==> config.mk <==
export PLATFORM = sky130hd
export DESIGN_NAME = qsfp_i2c_arbiter
export DESIGN_NICKNAME = d
export VERILOG_FILES = /design/src/rtl/qsfp_i2c_arbiter.sv
export SDC_FILE = /design/constraint.sdc
export NUM_CORES = 1
export LEC_CHECK = 0
export ABC_AREA = 1
export CORE_AREA = 2 2 146 148
export CTS_BUF_LIST = sky130_fd_sc_hd__clkbuf_8 sky130_fd_sc_hd__clkbuf_16
export CTS_CLUSTER_DIAMETER = 120
export DETAILED_ROUTE_END_ITERATION = 6
export DIE_AREA = 0 0 148 150
export GPL_TIMING_DRIVEN = 0
export PLACE_DENSITY_LB_ADDON = 0.15
export SLEW_MARGIN = 5
export SYNTH_ARGS = -nofsm -noshare
export SYNTH_HDL_FRONTEND = slang
export SYNTH_SLANG_ARGS = --single-unit
==> constraint.sdc <==
create_clock -name clk -period 6.3 [get_ports clk]
set_input_delay 0.63 -clock clk [delete_from_list [all_inputs] [get_ports clk]]
set_output_delay 0.63 -clock clk [all_outputs]
set_load 0.01 [all_outputs]
==> src/rtl/qsfp_i2c_arbiter.sv <==
// Round-robin arbiter that shares one byte-level I2C command engine between NUM_REQ sequencers.
// Each request is captured, then issued as a single command pulse, and its completion is routed back to the owner.
//
// state   | meaning
// ST_IDLE | no transaction in flight; pick the next pending requester
// ST_WAIT | command issued; waiting for engine completion or the timeout
// ST_DONE | one-cycle gap; IO fields and grant return to zero
module qsfp_i2c_arbiter #(
  parameter int          NUM_REQ        = 5,
  parameter int          TIMEOUT_CYCLES = 50000000,
  parameter logic [7:0]  TIMEOUT_RDATA  = 8'hFF
) (
  input  logic                   clk,
  input  logic                   rstn,
  input  logic [NUM_REQ-1:0]     req_pulse,
  input  logic [NUM_REQ-1:0]     req_rw,
  input  logic [8*NUM_REQ-1:0]   req_id,
  input  logic [8*NUM_REQ-1:0]   req_addr,
  input  logic [8*NUM_REQ-1:0]   req_wdata,
  output logic [NUM_REQ-1:0]     req_cmplt,
  output logic [NUM_REQ-1:0]     req_timeout,
  output logic [7:0]             req_rdata,
  output logic [NUM_REQ-1:0]     req_overrun,
  output logic                   IO_CONTROL_PULSE,
  output logic                   IO_CONTROL_RW,
  output logic [7:0]             IO_CONTROL_ID,
  output logic [7:0]             IO_ADDR_ADDR,
  output logic [7:0]             IO_WDATA_WDATA,
  input  logic [7:0]             IO_RDATA_RDATA,
  input  logic                   IO_CONTROL_CMPLT,
  output logic [7:0]             dbg_cstate,
  output logic [NUM_REQ-1:0]     dbg_grant
);

  localparam int PW = (NUM_REQ > 1) ? $clog2(NUM_REQ) : 1;

  typedef enum logic [7:0] {
    ST_IDLE = 8'h00,
    ST_WAIT = 8'h01,
    ST_DONE = 8'h02
  } state_t;

  state_t                 state_q;
  logic [NUM_REQ-1:0]     pending_q, pending_d;
  logic [NUM_REQ-1:0]     overrun_q, overrun_d;
  logic [NUM_REQ-1:0]     slot_rw_q, slot_rw_d;
  logic [8*NUM_REQ-1:0]   slot_id_q, slot_id_d;
  logic [8*NUM_REQ-1:0]   slot_addr_q, slot_addr_d;
  logic [8*NUM_REQ-1:0]   slot_wdata_q, slot_wdata_d;
  logic [31:0]            timer_q;
  logic [PW-1:0]          ptr_q;
  logic [NUM_REQ-1:0]     grant_q;
  logic [NUM_REQ-1:0]     cmplt_q, timeout_q;
  logic [7:0]             rdata_q;
  logic                   pulse_q, rw_q;
  logic [7:0]             id_q, addr_q, wdata_q;

  logic                   fin_ok, fin_to;
  logic [NUM_REQ-1:0]     clr;
  logic                   win_vld;
  logic [PW-1:0]          win_idx, cand;
  logic                   win_rw;
  logic [7:0]             win_id, win_addr, win_wdata;

  function automatic logic [PW-1:0] rr_idx(input logic [PW-1:0] p, input int k);
    int s;
    s = (int'(p) + k) % NUM_REQ;
    return PW'(s);
  endfunction

  // A completion that coincides with the timeout is treated as a normal completion.
  always_comb begin
    fin_ok = (state_q == ST_WAIT) && IO_CONTROL_CMPLT;
    fin_to = (state_q == ST_WAIT) && !IO_CONTROL_CMPLT &&
             (timer_q == 32'(TIMEOUT_CYCLES - 1));
    clr    = (fin_ok || fin_to) ? grant_q : '0;
  end

  // Walk from ptr+NUM_REQ down to ptr+1 so the nearest pending requester is assigned last.
  always_comb begin
    win_vld   = 1'b0;
    win_idx   = '0;
    cand      = '0;
    win_rw    = 1'b0;
    win_id    = '0;
    win_addr  = '0;
    win_wdata = '0;
    for (int k = NUM_REQ; k >= 1; k--) begin
      cand = rr_idx(ptr_q, k);
      for (int i = 0; i < NUM_REQ; i++) begin
        if (PW'(i) == cand && pending_q[i]) begin
          win_vld = 1'b1;
          win_idx = cand;
        end
      end
    end
    for (int i = 0; i < NUM_REQ; i++) begin
      if (PW'(i) == win_idx) begin
        win_rw    = slot_rw_q[i];
        win_id    = slot_id_q[8*i +: 8];
        win_addr  = slot_addr_q[8*i +: 8];
        win_wdata = slot_wdata_q[8*i +: 8];
      end
    end
  end

  // A pulse landing on the cycle its pending flag is cleared is accepted (set wins).
  always_comb begin
    pending_d    = pending_q & ~clr;
    overrun_d    = overrun_q;
    slot_rw_d    = slot_rw_q;
    slot_id_d    = slot_id_q;
    slot_addr_d  = slot_addr_q;
    slot_wdata_d = slot_wdata_q;
    for (int i = 0; i < NUM_REQ; i++) begin
      if (req_pulse[i]) begin
        if (pending_q[i] && !clr[i]) begin
          overrun_d[i] = 1'b1;
        end else begin
          pending_d[i]             = 1'b1;
          slot_rw_d[i]             = req_rw[i];
          slot_id_d[8*i +: 8]      = req_id[8*i +: 8];
          slot_addr_d[8*i +: 8]    = req_addr[8*i +: 8];
          slot_wdata_d[8*i +: 8]   = req_wdata[8*i +: 8];
        end
      end
    end
  end

  always_ff @(posedge clk or negedge rstn) begin
    if (!rstn) begin
      pending_q    <= '0;
      overrun_q    <= '0;
      slot_rw_q    <= '0;
      slot_id_q    <= '0;
      slot_addr_q  <= '0;
      slot_wdata_q <= '0;
    end else begin
      pending_q    <= pending_d;
      overrun_q    <= overrun_d;
      slot_rw_q    <= slot_rw_d;
      slot_id_q    <= slot_id_d;
      slot_addr_q  <= slot_addr_d;
      slot_wdata_q <= slot_wdata_d;
    end
  end

  always_ff @(posedge clk or negedge rstn) begin
    if (!rstn) begin
      state_q   <= ST_IDLE;
      timer_q   <= '0;
      ptr_q     <= PW'(NUM_REQ - 1);
      grant_q   <= '0;
      cmplt_q   <= '0;
      timeout_q <= '0;
      rdata_q   <= '0;
      pulse_q   <= 1'b0;
      rw_q      <= 1'b0;
      id_q      <= '0;
      addr_q    <= '0;
      wdata_q   <= '0;
    end else begin
      pulse_q   <= 1'b0;
      cmplt_q   <= '0;
      timeout_q <= '0;
      rdata_q   <= '0;
      case (state_q)
        ST_IDLE: begin
          if (win_vld) begin
            pulse_q <= 1'b1;
            rw_q    <= win_rw;
            id_q    <= win_id;
            addr_q  <= win_addr;
            wdata_q <= win_wdata;
            grant_q <= NUM_REQ'(1) << win_idx;
            ptr_q   <= win_idx;
            timer_q <= '0;
            state_q <= ST_WAIT;
          end
        end
        ST_WAIT: begin
          if (fin_ok) begin
            cmplt_q <= grant_q;
            rdata_q <= IO_RDATA_RDATA;
            state_q <= ST_DONE;
          end else if (fin_to) begin
            cmplt_q   <= grant_q;
            timeout_q <= grant_q;
            rdata_q   <= TIMEOUT_RDATA;
            state_q   <= ST_DONE;
          end else begin
            timer_q <= timer_q + 32'd1;
          end
        end
        ST_DONE: begin
          rw_q    <= 1'b0;
          id_q    <= '0;
          addr_q  <= '0;
          wdata_q <= '0;
          grant_q <= '0;
          state_q <= ST_IDLE;
        end
        default: state_q <= ST_IDLE;
      endcase
    end
  end

  assign req_cmplt        = cmplt_q;
  assign req_timeout      = timeout_q;
  assign req_rdata        = rdata_q;
  assign req_overrun      = overrun_q;
  assign IO_CONTROL_PULSE = pulse_q;
  assign IO_CONTROL_RW    = rw_q;
  assign IO_CONTROL_ID    = id_q;
  assign IO_ADDR_ADDR     = addr_q;
  assign IO_WDATA_WDATA   = wdata_q;
  assign dbg_cstate       = state_q;
  assign dbg_grant        = grant_q;

endmodule

Word-level counts from Yosys, hierarchy flattened
Cells that the tools add are included.

Bits in registers: 227. Output and inout port bits: 62. Word-level logic and storage cells: 260.

$add $sub $neg: 6. Divide/modulo/power cells: 5. Equality and inequality tests: 31. Shifts and indexed selects: 1. Multiplexer cells: 109. Bitwise operators: 7. Reductions and logical operators: 63.

Operator list (count): $mux W8 (24); $mod A32 B4 Y32 const B (5); $mux W32 (3); $mux W3 (25); $pmux W32 S2 (1); $pmux W8 S2 (4); $mux W1 (43); $eq A2 B3 Y1 const A (12); $mux W5 (7); $logic_and A1 B1 Y1 (33); $add A32 B1 Y32 const B (1); $eq A32 B26 Y1 const B (1); $reduce_and A2 Y1 (13); $eq A1 B3 Y1 const A (6); $eq A3 B3 Y1 const A (6); $logic_not A3 Y1 (6); $pmux W5 S2 (1); $add A3 B2 Y4 const B (2); $add A3 B3 Y4 const B (2); $eq A8 B1 Y1 const B (1); $eq A8 B2 Y1 const B (1); $logic_not A8 Y1 (1); $logic_not A1 Y1 (6); $ne A2 B2 Y1 const B (3); 10 further kinds (15).

Depth between registers and ports, before layout
Depth after elaboration: 37. Mapped depth: 40. Mapped depth without buffers: 39.

Worst setup path after synthesis
Ideal clock, no wire load.

Kind: reg2reg. Start: reg ptr_q[0]. End: reg addr_q[0] (netlist: IO_ADDR_ADDR[0]). Setup time: 121 ps. Arrival: 3935 ps. Setup slack: 2244 ps. Stages on the path, launching flop included: 36. Period minus slack after synthesis: 4056 ps. Path through: dfrtp_1 > buf_2 > clkinv_1 > ha_1 > ha_1 > nor2_1 > nand3_1 > nand2_2 > xor2_1 > ha_1 > nand2_1 > nand3_1 > nand2_1 > nand2_1 > nand3_1 > a21oi_1 > nand2_1 > nand2_1 > nand2_1 > nand2_1 > nand2_1 > nand2_1 > nand2_1 > nand2_1 > nand2_1 > nand2_1 > nand2_1 > nand2_1 > nand2_1 > nand2_2 > nand2_4 > buf_2 > nand4_1 > nand3_1 > o21bai_1 > nand2_1.

Cells in the longest elaborated chain, start to end: 37.

Ends and longest elaborated chain: start: declaration (line 51) `logic [PW-1:0] ptr_q;`; start signal: assignment (line 152) `ptr_q <= PW'(NUM_REQ - 1);`; start signal: assignment (line 176) `ptr_q <= win_idx;`; $add A3 B3 Y4 (line 67) `s = (int'(p) + k) % NUM_REQ;`; $mod A32 B4 Y32 (line 67); $logic_not A3 Y1 (line 91) `if (PW'(i) == cand && pending_q[i]) begin`; $logic_and A1 B1 Y1 (line 91); $mux W3 (25 in a row) (line 91); $logic_not A3 Y1 (line 98) `if (PW'(i) == win_idx) begin`; $mux W8 (5 in a row) (line 98); $mux W8 (line 169) `if (win_vld) begin`; $pmux W8 S2 (line 167) `case (state_q)`; end signal: assignment (line 173) `addr_q <= win_addr;`; end: declaration (line 56) `logic [7:0] id_q, addr_q, wdata_q;`.

Several ways; a longest one is shown, not always the timed one. The select of a mux whose other input is x is not followed. A chain may end at the register's enable or synchronous reset.

Worst setup path after layout
Start: reg ptr_q[0]. End: reg addr_q[6] (netlist: IO_ADDR_ADDR[6]).

Same word-level chain as after synthesis.

==> metrics.txt <==
status complete, no violations; fin util 72.1%; async set-reset flop share out of synthesis 100%; Num CTS Buffers 24; critical setup path kind reg2reg; share of cells above drive strength 1 15.8%; unrepaired setup endpoints after global routing no; Setup Fix Bufs, Post-CTS 0; clk root buf clkbuf_16; clk sinks 221; Worst EP required 6720 ps; H-tree Lvls 1; number of synthesis warnings 0; drt drc 0; clk slew on worst S/H paths 60 ps; final setup margin 1100 ps; Worst-Skew Late Latency 540 ps; Worst-Margin Slew 840 ps; final RePlAce weighted congestion 0.898; DR WL/cell 18.3 µm; Yosys top cell area share 47.0%; DP HPWL 24900 µm; CP Launch Type register; initial antenna violation count 1; # setup viols final 0; GRT overflow 0; Die ar. 22200 µm²; cell area after synthesis 11700 µm²; worst min-delay path category in2async; Peak Freq 192 MHz; total placed cells including tap cells 1766; CTS tree built; Routed Wire Length 33200 µm; NumNets Final 1681; I/O Buffers 196; clock buffer depth 3; Area Growth Syn to Fin 27.5%; Post-synth EDFFs 0; gr busiest metal met2; initial drt markers 679; Row Count 53; PostCTS Resize Cnt 0; Total Routing Usage GR 29.9%; Slew Limit Fails 0; Post-synth top cells nand2_1 (252), dfrtp_1 (220), nand3_1 (121); Syn Inst Count 1289; Starting Density 56.6%; Non-Filler Instances 1811; post-synth top area cell dfrtp_1; Seq/Total Area, Yosys 47.2%; first-pass GRT wire length 52000 µm; element type at the critical path end register; clk_skew 16.7 ps; top post-synthesis cells by area dfrtp_1 (47%), mux2_2 (11%), nand2_1 (8.1%); Slew HR 44.0%; pin count of the biggest net entering global routing 112; Core Region 20700 µm²; vias in the first global route 9998; count leader, synth nand2_1; library cells used by synthesis 47; hold-fix buffers at CTS 0; R2R setup slack 1100 ps; GRT met3 Usage 5.64%; Period minus WS final 5200 ps; fraction of the cycle the final worst path needs 82.6%; met1 Use GR 36.8%; met2 Usage GRT 52.0%; fill cell count 1639; num ports 203; DRT Pass-1 Iters 5; crit path DAT 5620 ps; Top FF cell, synth dfrtp_1; Final Hold Vio Count 0; die height 150 µm; vias per inst 5.60; Synth Register Bits 221; WHS 159 ps; Die X 148 µm; Via Count 10100; worst-path maximum fanout 10; MaxCap Viol Count 0; Post-DRT Antenna Nets 0; pre-CTS WS 1230 ps; Avg Cell Area, Syn 9.08 µm²
[cell families (layout without fill, tap and decap cells)]
family	count (synthesis)	after routing	share of synthesized area (%)
DFF	221	221	47.2
xor gates and xnor gates	24	24	1.80
other	1	7	0.0320
muxes	118	118	11.3
and+or+nand+nor	582	582	23.1
adders and majority gates	23	23	2.46
buffers and inverters	183	424	6.74
AOI/OAI and AO/OA	137	137	7.28
[cells in the final DEF, fill, tap and decap left out, types with 22 or more instances in the layout]
cell / instances
mux2_2: 118
nor2_1: 71
ha_1: 23
clkbuf_16: 24
buf_2: 22
nand3_1: 121
nand4_1: 71
dfrtp_1: 220
clkdlybuf4s50_1: 195
o21ai_1: 38
nand2_1: 252
o21ai_0: 28
o21bai_1: 27
xor2_1: 22
inv_1: 108
nor3_1: 24
[worst max-delay path: stages (launching register included)]
cell      delay (ps)
dfrtp_1          440
buf_2            270
clkinv_1         320
ha_1             480
inv_1            230
ha_1             190
inv_1             40
ha_1             270
o41ai_2          460
o21ai_1          180
a21oi_1          300
nand4_1          230
o21a_1           220
inv_1             70
nor2_1            40
o21ai_1           90
nand2_1          210
inv_2            200
clkbuf_1         390
nand2_1          170
o21bai_1         200
nand2_1           80
[registers in the layout, indices dropped and copies added (netlist names)]
name              count
timer_q              32
slot_addr_q          40
IO_ADDR_ADDR          8
IO_CONTROL_RW         1
IO_CONTROL_PULSE      1
req_overrun           5
IO_CONTROL_ID         8
req_cmplt             5
slot_id_q            40
dbg_cstate            2
pending_q             5
IO_WDATA_WDATA        8
dbg_grant             5
slot_wdata_q         40
req_rdata             8
ptr_q                 3
req_timeout           5
slot_rw_q             5
[metal layers]
layer / wire (µm) / vias to the layer above
met1: 13100 / 4906
met5: 0 / -
met4: 1360 / 0
li1: - / 4814
met3: 2290 / 71
met2: 16500 / 358
[area by class of cell]
type	count	area (µm²)	share of cell area [%]
antenna	1	2.50	0.0168
buffer	60	328	2.20
clock buffer	31	697	4.67
clock inverter	13	161	1.08
inverter	123	462	3.09
multi-input combinational	890	5410	36.2
sequential	221	5530	37.1
tap	275	344	2.31
timing repair buffer	197	1990	13.4
[path summary, 6_finish.rpt]
path,start,endpoint,cells after the start
worst max-delay path,ptr_q[0],IO_ADDR_ADDR[6],21
worst min-delay path,rstn,pending_q[2],1
worst max register to register,ptr_q[0],IO_ADDR_ADDR[6],21
worst min register to register,req_overrun[2],req_overrun[2],1
max in group asynchronous,rstn,slot_addr_q[27],2
min in group clk,req_overrun[2],req_overrun[2],1
[per-stage QoR]
step,TNS (ps),cell area (µm²)
6_report,0,14900
5_1_grt,0,14900
4_1_cts,0,14900
3_5_place_dp,0,14100
3_3_place_gp,-1043820,14000
2_1_floorplan,0,11700
Power is left out: the tool's default activity adds up to more than one toggle a clock period on the data nets, which glitch-free logic cannot reach.
